$ cat src/rtl/mips_input_port.sv
// Memory-mapped input FIFO for the Mips32 data bus: producer pushes, core pops via loads.
// Optional fill-level interrupt output is built only when INPUT_IRQ_EN is defined.
module mips_input_port #(
    parameter int          DEPTH     = 4,
    parameter logic [31:0] DATA_ADDR = 32'h0000_FF00,
    parameter logic [31:0] STAT_ADDR = 32'h0000_FF04,
    parameter int          IRQ_LEVEL = 2
) (
    input  logic        Clk,
    input  logic        Reset,
    input  logic [31:0] InData,
    input  logic        InValid,
    output logic        InReady,
    input  logic [31:0] Address,
    input  logic        MemRead,
    input  logic        MemWrite,
    input  logic [31:0] WriteData,
    output logic [31:0] ReadData,
`ifdef INPUT_IRQ_EN
    output logic        Irq,
`endif
    output logic        ReadHit
);

    localparam int CW = $clog2(DEPTH + 1);
    localparam int PW = $clog2(DEPTH);
    localparam logic [CW-1:0] DEPTH_C = CW'(DEPTH);

    logic [31:0]   mem_q [DEPTH];
    logic [PW-1:0] wr_ptr_q, wr_ptr_d;
    logic [PW-1:0] rd_ptr_q, rd_ptr_d;
    logic [CW-1:0] count_q, count_d;
    logic          underflow_q, underflow_d;

    logic data_hit, stat_hit, stat_wr;
    logic empty, full, push, pop;

    assign empty    = (count_q == '0);
    assign full     = (count_q == DEPTH_C);
    assign data_hit = MemRead && (Address == DATA_ADDR);
    assign stat_hit = MemRead && (Address == STAT_ADDR);
    // A simultaneous MemRead suppresses the store.
    assign stat_wr  = MemWrite && !MemRead && (Address == STAT_ADDR);

    assign InReady  = !Reset && !full;
    assign push     = InValid && InReady;
    assign pop      = data_hit && !empty;
    assign ReadHit  = data_hit || stat_hit;

    always_comb begin
        ReadData = 32'h0;
        if (data_hit && !empty) begin
            ReadData = mem_q[rd_ptr_q];
        end else if (stat_hit) begin
            ReadData = {16'b0, 8'(count_q), 5'b0, underflow_q, full, empty};
        end
    end

    always_comb begin
        wr_ptr_d    = wr_ptr_q;
        rd_ptr_d    = rd_ptr_q;
        count_d     = count_q;
        underflow_d = underflow_q;
        if (push) wr_ptr_d = wr_ptr_q + PW'(1);
        if (pop)  rd_ptr_d = rd_ptr_q + PW'(1);
        case ({push, pop})
            2'b10:   count_d = count_q + CW'(1);
            2'b01:   count_d = count_q - CW'(1);
            default: count_d = count_q;
        endcase
        // Set has priority over a same-edge clear.
        if (stat_wr && WriteData[2]) underflow_d = 1'b0;
        if (data_hit && empty)       underflow_d = 1'b1;
    end

    always_ff @(posedge Clk or posedge Reset) begin
        if (Reset) begin
            wr_ptr_q    <= '0;
            rd_ptr_q    <= '0;
            count_q     <= '0;
            underflow_q <= 1'b0;
        end else begin
            wr_ptr_q    <= wr_ptr_d;
            rd_ptr_q    <= rd_ptr_d;
            count_q     <= count_d;
            underflow_q <= underflow_d;
        end
    end

    always_ff @(posedge Clk) begin
        if (push) mem_q[wr_ptr_q] <= InData;
    end

`ifdef INPUT_IRQ_EN
    logic irq_q;
    always_ff @(posedge Clk or posedge Reset) begin
        if (Reset) irq_q <= 1'b0;
        else       irq_q <= (count_d >= CW'(IRQ_LEVEL)) || underflow_d;
    end
    assign Irq = irq_q;
`endif

    logic unused_wdata;
    assign unused_wdata = ^{WriteData[31:3], WriteData[1:0]};

endmodule

$ cat config.mk
export PLATFORM = sky130hd
export DESIGN_NAME = mips_input_port
export DESIGN_NICKNAME = d
export VERILOG_FILES = /design/src/rtl/mips_input_port.sv
export SDC_FILE = /design/constraint.sdc
export NUM_CORES = 1
export LEC_CHECK = 0
export CAP_MARGIN = 0
export CELL_PAD_IN_SITES_DETAIL_PLACEMENT = 1
export CELL_PAD_IN_SITES_GLOBAL_PLACEMENT = 2
export CORE_ASPECT_RATIO = 0.8
export CORE_MARGIN = 2
export CORE_UTILIZATION = 46
export DETAILED_ROUTE_END_ITERATION = 8
export DONT_BUFFER_PORTS = 1
export PLACE_DENSITY_LB_ADDON = 0.2
export SYNTH_ARGS = -nofsm -noshare
export SYNTH_HDL_FRONTEND = slang
export SYNTH_SLANG_ARGS = --single-unit
$ cat constraint.sdc
create_clock -name Clk -period 2.7 [get_ports Clk]
set_input_delay 0.27 -clock Clk [delete_from_list [all_inputs] [get_ports Clk]]
set_output_delay 0.27 -clock Clk [all_outputs]
set_load 0.03 [all_outputs]
## After elaboration in Yosys (flattened, before gate mapping)

Memories as Yosys holds them, arrays and structs flattened.
Index checks and enable logic that the tools add are counted.

- Register bits after elaboration: 8
- Memory bits (writable): 128
- Input port bits: 101
- Output and inout port bits: 34
- Memories: 1

Memory list:

| name | depth | width | rd ports | clocked after memory_dff | wr ports | line | source |
|---|---|---|---|---|---|---|---|
| mem_q | 4 | 32 | 1 | 0 | 1 | 29 | `logic [31:0] mem_q [DEPTH];` |

- Add/sub/neg operators: 4
- Equal/unequal tests: 5
- Multiplexer cells: 7
- Reductions and logical operators: 17

Operator list:

| cell | number |
|---|---|
| 32-bit by 16-bit equality test with 1-bit output (second input constant) | 2 |
| 32-bit two-way mux | 1 |
| 11-bit two-way mux | 1 |
| 1-bit logical AND | 9 |
| 3-bit case mux with 2 select lines | 1 |
| 2-bit by 1-bit adder with 2-bit output (second input constant) | 2 |
| 1-bit logical NOT | 4 |
| 1-bit two-way mux | 4 |
| 2-bit nonzero test | 2 |
| 3-bit by 1-bit adder with 3-bit output (second input constant) | 1 |
| 3-bit equality test (second input constant) | 1 |
| 3-bit logical NOT | 1 |
| 3-bit by 1-bit subtractor with 3-bit output (second input constant) | 1 |
| 2-bit by 1-bit equality test with 1-bit output (second input constant) | 1 |
| 2-bit equality test (second input constant) | 1 |
| 1-bit logical OR | 1 |

## Logic depth before layout (Yosys ltp)

- Depth after elaboration: 6
- Mapped depth: 11
- Mapped depth without buffers: 10

## Least setup slack after synthesis

No wires, ideal clock.

- Path kind: input to register
- From: in Address[7]
- To: reg count_q[2]
- Library setup time: 0.079 ns
- Arrival: 2.587 ns
- Slack: 0.034 ns
- Stages on the path: 11
- Path buffers: 1
- Cell sequence: or4bb_1 nor4_4 nand4_4 buf_6 inv_1 ha_1 inv_1 fa_1 xor2_1 nor2_1 xor2_1

- Longest elaborated chain between the ends: 5
- Elaborated cells between the ends (all ways): 7

RTL lines:

| what | line | source |
|---|---|---|
| from (decl) | 14 | `input logic [31:0] Address,` |
| 32-bit by 16-bit equality test with 1-bit output * | 40 | `assign data_hit = MemRead && (Address == DATA_ADDR);` |
| 1-bit logical AND * | 40 |  |
| 1-bit logical AND * | 47 | `assign pop = data_hit && !empty;` |
| via pop | 36 | `logic empty, full, push, pop;` |
| 2-bit by 1-bit equality test with 1-bit output or 2-bit equality test (tied branches) | 66 | `case ({push, pop})` |
| 3-bit case mux with 2 select lines or 2-bit nonzero test (tied branches) | n/a |  |
| to (signal assigned) | 85 | `count_q <= count_d;` |
| to (decl) | 32 | `logic [CW-1:0] count_q, count_d;` |

The timed path passes the listed nets; every way through them passes the cells marked *.
A chain may end at the register's enable or synchronous reset.

## Final worst setup path

- From: reg count_q[0]
- To: out ReadData[30]

- Longest elaborated chain between the ends: 4

RTL lines:

| what | line | source |
|---|---|---|
| 3-bit logical NOT | 38 | `assign empty = (count_q == '0);` |
| 1-bit logical NOT | 52 | `if (data_hit && !empty) begin` |
| 1-bit logical AND | 52 |  |
| 32-bit two-way mux | 52 |  |
| to (decl) | 18 | `output logic [31:0] ReadData,` |

No other way between the ends.

==> results.json <==
{
  "outcome": "completed",
  "synthArstFlopShare_pct": 5.88,
  "syn_nets": 382,
  "cts_buffers": 17,
  "fin_skew_ns": 0.0121,
  "tightest_slew_ns": 0.600,
  "setup_viol": 0,
  "ff2ff_setup_slack_ns": 0.39,
  "dieHeight_um": 102,
  "post-route-min-period_ns": 2.53,
  "peakVddDrop_v": 0.000451,
  "cap_violations": 0,
  "drc": 0,
  "synth.avg_cell_area_um2": 20.2,
  "start_kind": "register",
  "maxSlewViolCount": 0,
  "crit_type": "register to output port",
  "io_buffers": 0,
  "drt_iter0_markers": 128,
  "r2r_end": "count_q[2]$_DFFE_PP0P_",
  "p_leak_nw": 2.44,
  "cts-htree-levels": 4,
  "fin_util_pct": 60.5,
  "finalHoldViolCount": 0,
  "clkTransAtPathRegs_ns": 0.06,
  "arrival_ns": 2.26,
  "crit_path_end_kind": "output port",
  "routed_via_density": 5.46,
  "nets": 465,
  "insertion_delay_ns": 0.42,
  "core_mm2": 0.0116,
  "place_congestion": 0.718,
  "die_w_um": 127,
  "dieArea_mm2": 0.0130,
  "min_from": "InValid",
  "reg2reg_from": "count_q[0]$_DFFE_PP0P_",
  "routed_wirelength_mm": 11.2,
  "ff2ff_path_depth": 10,
  "place.detailed.hpwl_mm": 6.82,
  "drt_pass1_iterations": 4,
  "syn_inst": 275,
  "required_ns": 2.43,
  "final_common_cell": "edfxtp_1",
  "fillCellCount": 981,
  "antenna_found_initial": 0,
  "grt_max_degree": 33,
  "grt_pass1_wl_mm": 17.4,
  "drive_gt1_share_pct": 35.7,
  "design_area_mm2": 0.00705,
  "most-common-layout-cells": "128 x edfxtp_1, 36 x buf_4, 33 x dlygate4sd3_1",
  "grt_util_all_layers_pct": 18.7,
  "endpoint": "ReadData[30]",
  "finalSetupTns_ns": 0,
  "rsz0062_at_grt": "no",
  "critPathMaxFanout": 27,
  "rows": 35,
  "synth_flop_cell": "edfxtp_1",
  "vias": 2836,
  "max-clock-path-buffers": 2,
  "power.density_mw_per_mm2": 799,
  "ys_ff_latch": 136,
  "syn2layout_area_growth_pct": 26.6,
  "first_global_vias": 3114,
  "root_buffer": "clkbuf_16",
  "ys_seq_area_share_pct": 72.7,
  "initial_core_util_pct": 47.8,
  "yosys_warnings": 0,
  "finalCritPeriodShare_pct": 93.7,
  "multi_input_area_mm2": 0.00143,
  "max_freq_mhz": 395,
  "cts.sinks": 136,
  "synth_cell_types": 41,
  "wl_per_cell_um": 21.6,
  "synth_edf_count": 128,
  "seqCellArea_mm2": 0.00405,
  "ioPinCount": 135,
  "ant_nets": 0,
  "slew_headroom_pct": 60.0,
  "cts_tree": "yes",
  "critPathLaunch": "count_q[0]$_DFFE_PP0P_",
  "placed_area_mm2": 0.00608,
  "hold_class": "input port to register",
  "grt-ovfl-total": 0,
  "syn_area_mm2": 0.00556
}
[power breakdown]
| part | switching [W] | total (W) | internal, W |
|---|---|---|---|
| sequential | 0.0000829 | 0.00265 | 0.00257 |
| combinational | 0.000288 | 0.000498 | 0.000210 |
| clock | 0.000844 | 0.00248 | 0.00163 |
| total | 0.00122 | 0.00563 | 0.00441 |
[cell families after synthesis]
kind of cell | synth area share [%]
flops | 72.7
buf+inv | 1.66
xor+xnor | 1.08
compound gates | 0.877
simple gates | 8.70
mux | 13.5
fa+ha+maj | 1.48
[critical path, stage by stage, from the launching register on]
cell and delay, ns:
dfrtp_1 0.43, nor3_1 0.32, nor2_1 0.20, nand4_4 0.14, buf_6 0.33, and2b_1 0.28, buf_12 0.15
[sequential cells by signal (all words and copies together) (netlist names)]
name	count
count_q	3
mem_q	128
rd_ptr_q	2
underflow_q	1
wr_ptr_q	2
[stage by stage]
step / instances / total power, W / hold WS (ns) / setup WS (ns)
floorplan: 275 / 0.00297 / 0.0857 / 0.0341
global placement: 454 / 0.00311 / 0.135 / 0.130
detailed placement: 454 / 0.00314 / 0.135 / 0.103
CTS: 518 / 0.00568 / 0.122 / 0.00613
global route: 518 / 0.00583 / 0.144 / 0.0719
finish: 519 / 0.00563 / 0.139 / 0.171
[area by class of cell]
class	count	area share, %
Sequential cell	136	57.4
Tap cell	148	2.63
Timing Repair Buffer	75	10.1
Antenna cell	1	0.0355
Clock inverter	12	2.84
Clock buffer	19	6.14
Multi-Input combinational cell	119	20.3
Inverter	9	0.479
[how the worst min path moves through the flow]
stage                                   end  slack (ns)  depth (start not counted)
CTS                 wr_ptr_q[0]$_DFFE_PP0P_        0.12                          2
finish              wr_ptr_q[0]$_DFFE_PP0P_        0.14                          2
global route        wr_ptr_q[0]$_DFFE_PP0P_        0.14                          2
floorplan            count_q[0]$_DFFE_PP0P_        0.09                          1
detailed placement  wr_ptr_q[0]$_DFFE_PP0P_        0.14                          1
global placement    wr_ptr_q[0]$_DFFE_PP0P_        0.14                          1
[repair_timing]
action / 4_1_cts / 5_1_grt
buffers inserted: 0 / 0
endpoints found under the hold margin: 136 / 0
setup endpoints to repair: 0 / 2
hold buffers: 33 / 0
resized for setup: 0 / 1
[per-layer routing]
metal | GRT usage, % | wire length (um) | up-vias
met5 | 0 | 0 | -
met4 | 7.27 | 130 | 0
met2 | 30.6 | 5610 | 87
met1 | 23.6 | 4940 | 1460
li1 | - | - | 1278
met3 | 6.13 | 551 | 11
[synthesized netlist by cell type (2+ instances only)]
library cell / instances / area (um^2)
a21oi_1: 2 / 10.0
a22oi_1: 3 / 22.5
and2b_1: 5 / 37.5
and3_1: 5 / 31.3
buf_1: 2 / 7.51
buf_2: 2 / 10.0
buf_6: 2 / 22.5
clkbuf_1: 5 / 18.8
dfrtp_1: 8 / 200
edfxtp_1: 128 / 3840
ha_1: 5 / 62.6
inv_1: 9 / 33.8
mux2i_1: 2 / 20.0
mux4_2: 32 / 721
nand2_1: 2 / 7.51
nand4_1: 3 / 18.8
nor2_1: 9 / 33.8
nor2b_1: 3 / 18.8
nor2b_2: 18 / 158
nor3_1: 4 / 20.0
nor4_1: 3 / 18.8
xnor2_1: 3 / 26.3
xor2_1: 2 / 17.5
Note: power is estimated with default switching activity, not from simulation.
==> edit (config.mk and constraints unchanged) <==
Build with the macro `INPUT_IRQ_EN` defined.
--- a/src/rtl/mips_input_port.sv
+++ b/src/rtl/mips_input_port.sv
@@ -1,5 +1,7 @@
 // Memory-mapped input FIFO for the Mips32 data bus: producer pushes, core pops via loads.
 // Optional fill-level interrupt output is built only when INPUT_IRQ_EN is defined.
+`define INPUT_IRQ_EN
+
 module mips_input_port #(
     parameter int          DEPTH     = 4,
     parameter logic [31:0] DATA_ADDR = 32'h0000_FF00,
Function (old outputs only; new: Irq): kept (Yosys induction, for registers that start in step).
==> edit against the original RTL <==
- sequential cell count grew 1
- setup slack got worse by 20 ps
- cell area fell by 0.62%
- clock power is 2% lower
- total power rose by 1.4%
- area after synthesis rose by 0.25%
- routed wire length up 1.5%
- count of clock-buffer cells in the layout did not move
- hold slack lost 69 ps
- largest cell class unchanged
==> edit: results <==
clock_network:
  clock_sinks: 137
cells_and_area:
  buf_share_pct: 8.899
  multi_input_area_share_pct: 20.84
  fillers: 993
  clock_area_share_pct: 8.935
  nNonClkInverters: 10
  diodes: 0
  multi_input_gates: 118
  seq_area_share_pct: 58.15
  layout-drive-gt1-share_pct: 32.42
  signal_buffers: 67
detailed_routing:
  vias: 2823
  drtIter0Drc: 205
  wl_mm: 11.40
  wl_met2_mm: 5.550
  wl_met3_um: 649
placed_design:
  hpwl_mm: 6.710
  place_ws_ps: -4.533
  place_area_um2: 6041
  place_congestion: 0.7236
grt:
  grt_pass1_vias: 3125
  grt_pass1_wl_mm: 17.64
worst_setup_path:
  r2r_cells: 11
  r2r_start: "count_q[0]"
  arrival_ps: 2830
  critPathMaxFanout: 3
timing:
  skew_ps: 6.165
  holdWs_ps: 69.56
worst_hold_path:
  worstHoldStart: "Address[2]"
status:
  outcome: "finished clean"
power:
  swShare_pct: 22.97
  leakagePower_nw: 2.411
  ir_drop_mv: 0.7708
  p_clk_mw: 2.44
synthesis:
  synth_fa_ha_area_share_pct: 1.480
  async_reset_ff_share_pct: 6.569
  synthCells: 276
  ys_types: 40
  ys_seq_area_share_pct: 72.95
edit: worst max-delay path by stage:
stage                      startpoint  end  cells past startpoint
after floorplan           Address[24]  Irq                     12
after global placement    Address[24]  Irq                     11
after detailed placement   Address[3]  Irq                     11
after CTS                  count_q[0]  Irq                     11
after global routing       count_q[0]  Irq                     11
final                      count_q[0]  Irq                     11
edit: per-layer routing:
layer | vias to the layer above | GRT usage, %
met4 | 0 | 8.115
met5 | - | 0
met3 | 16 | 5.501
met2 | 99 | 31.14
li1 | 1259 | -
met1 | 1449 | 23.78
edit: worst max-delay path: stages (launching register included):
cell,delay (ps)
dfrtp_1,410
nor2_2,190
a21oi_2,80
and2_1,200
inv_1,70
ha_1,190
inv_1,60
fa_1,370
xor2_1,170
nor2_1,70
xor2_1,150
or4b_1,460
edit: timing repair:
item | CTS | global route
hold buffers | 33 | 0
hold endpoints to repair | 137 | 0
endpoints found under the setup margin | 0 | 1
gates resized for setup | 0 | 2
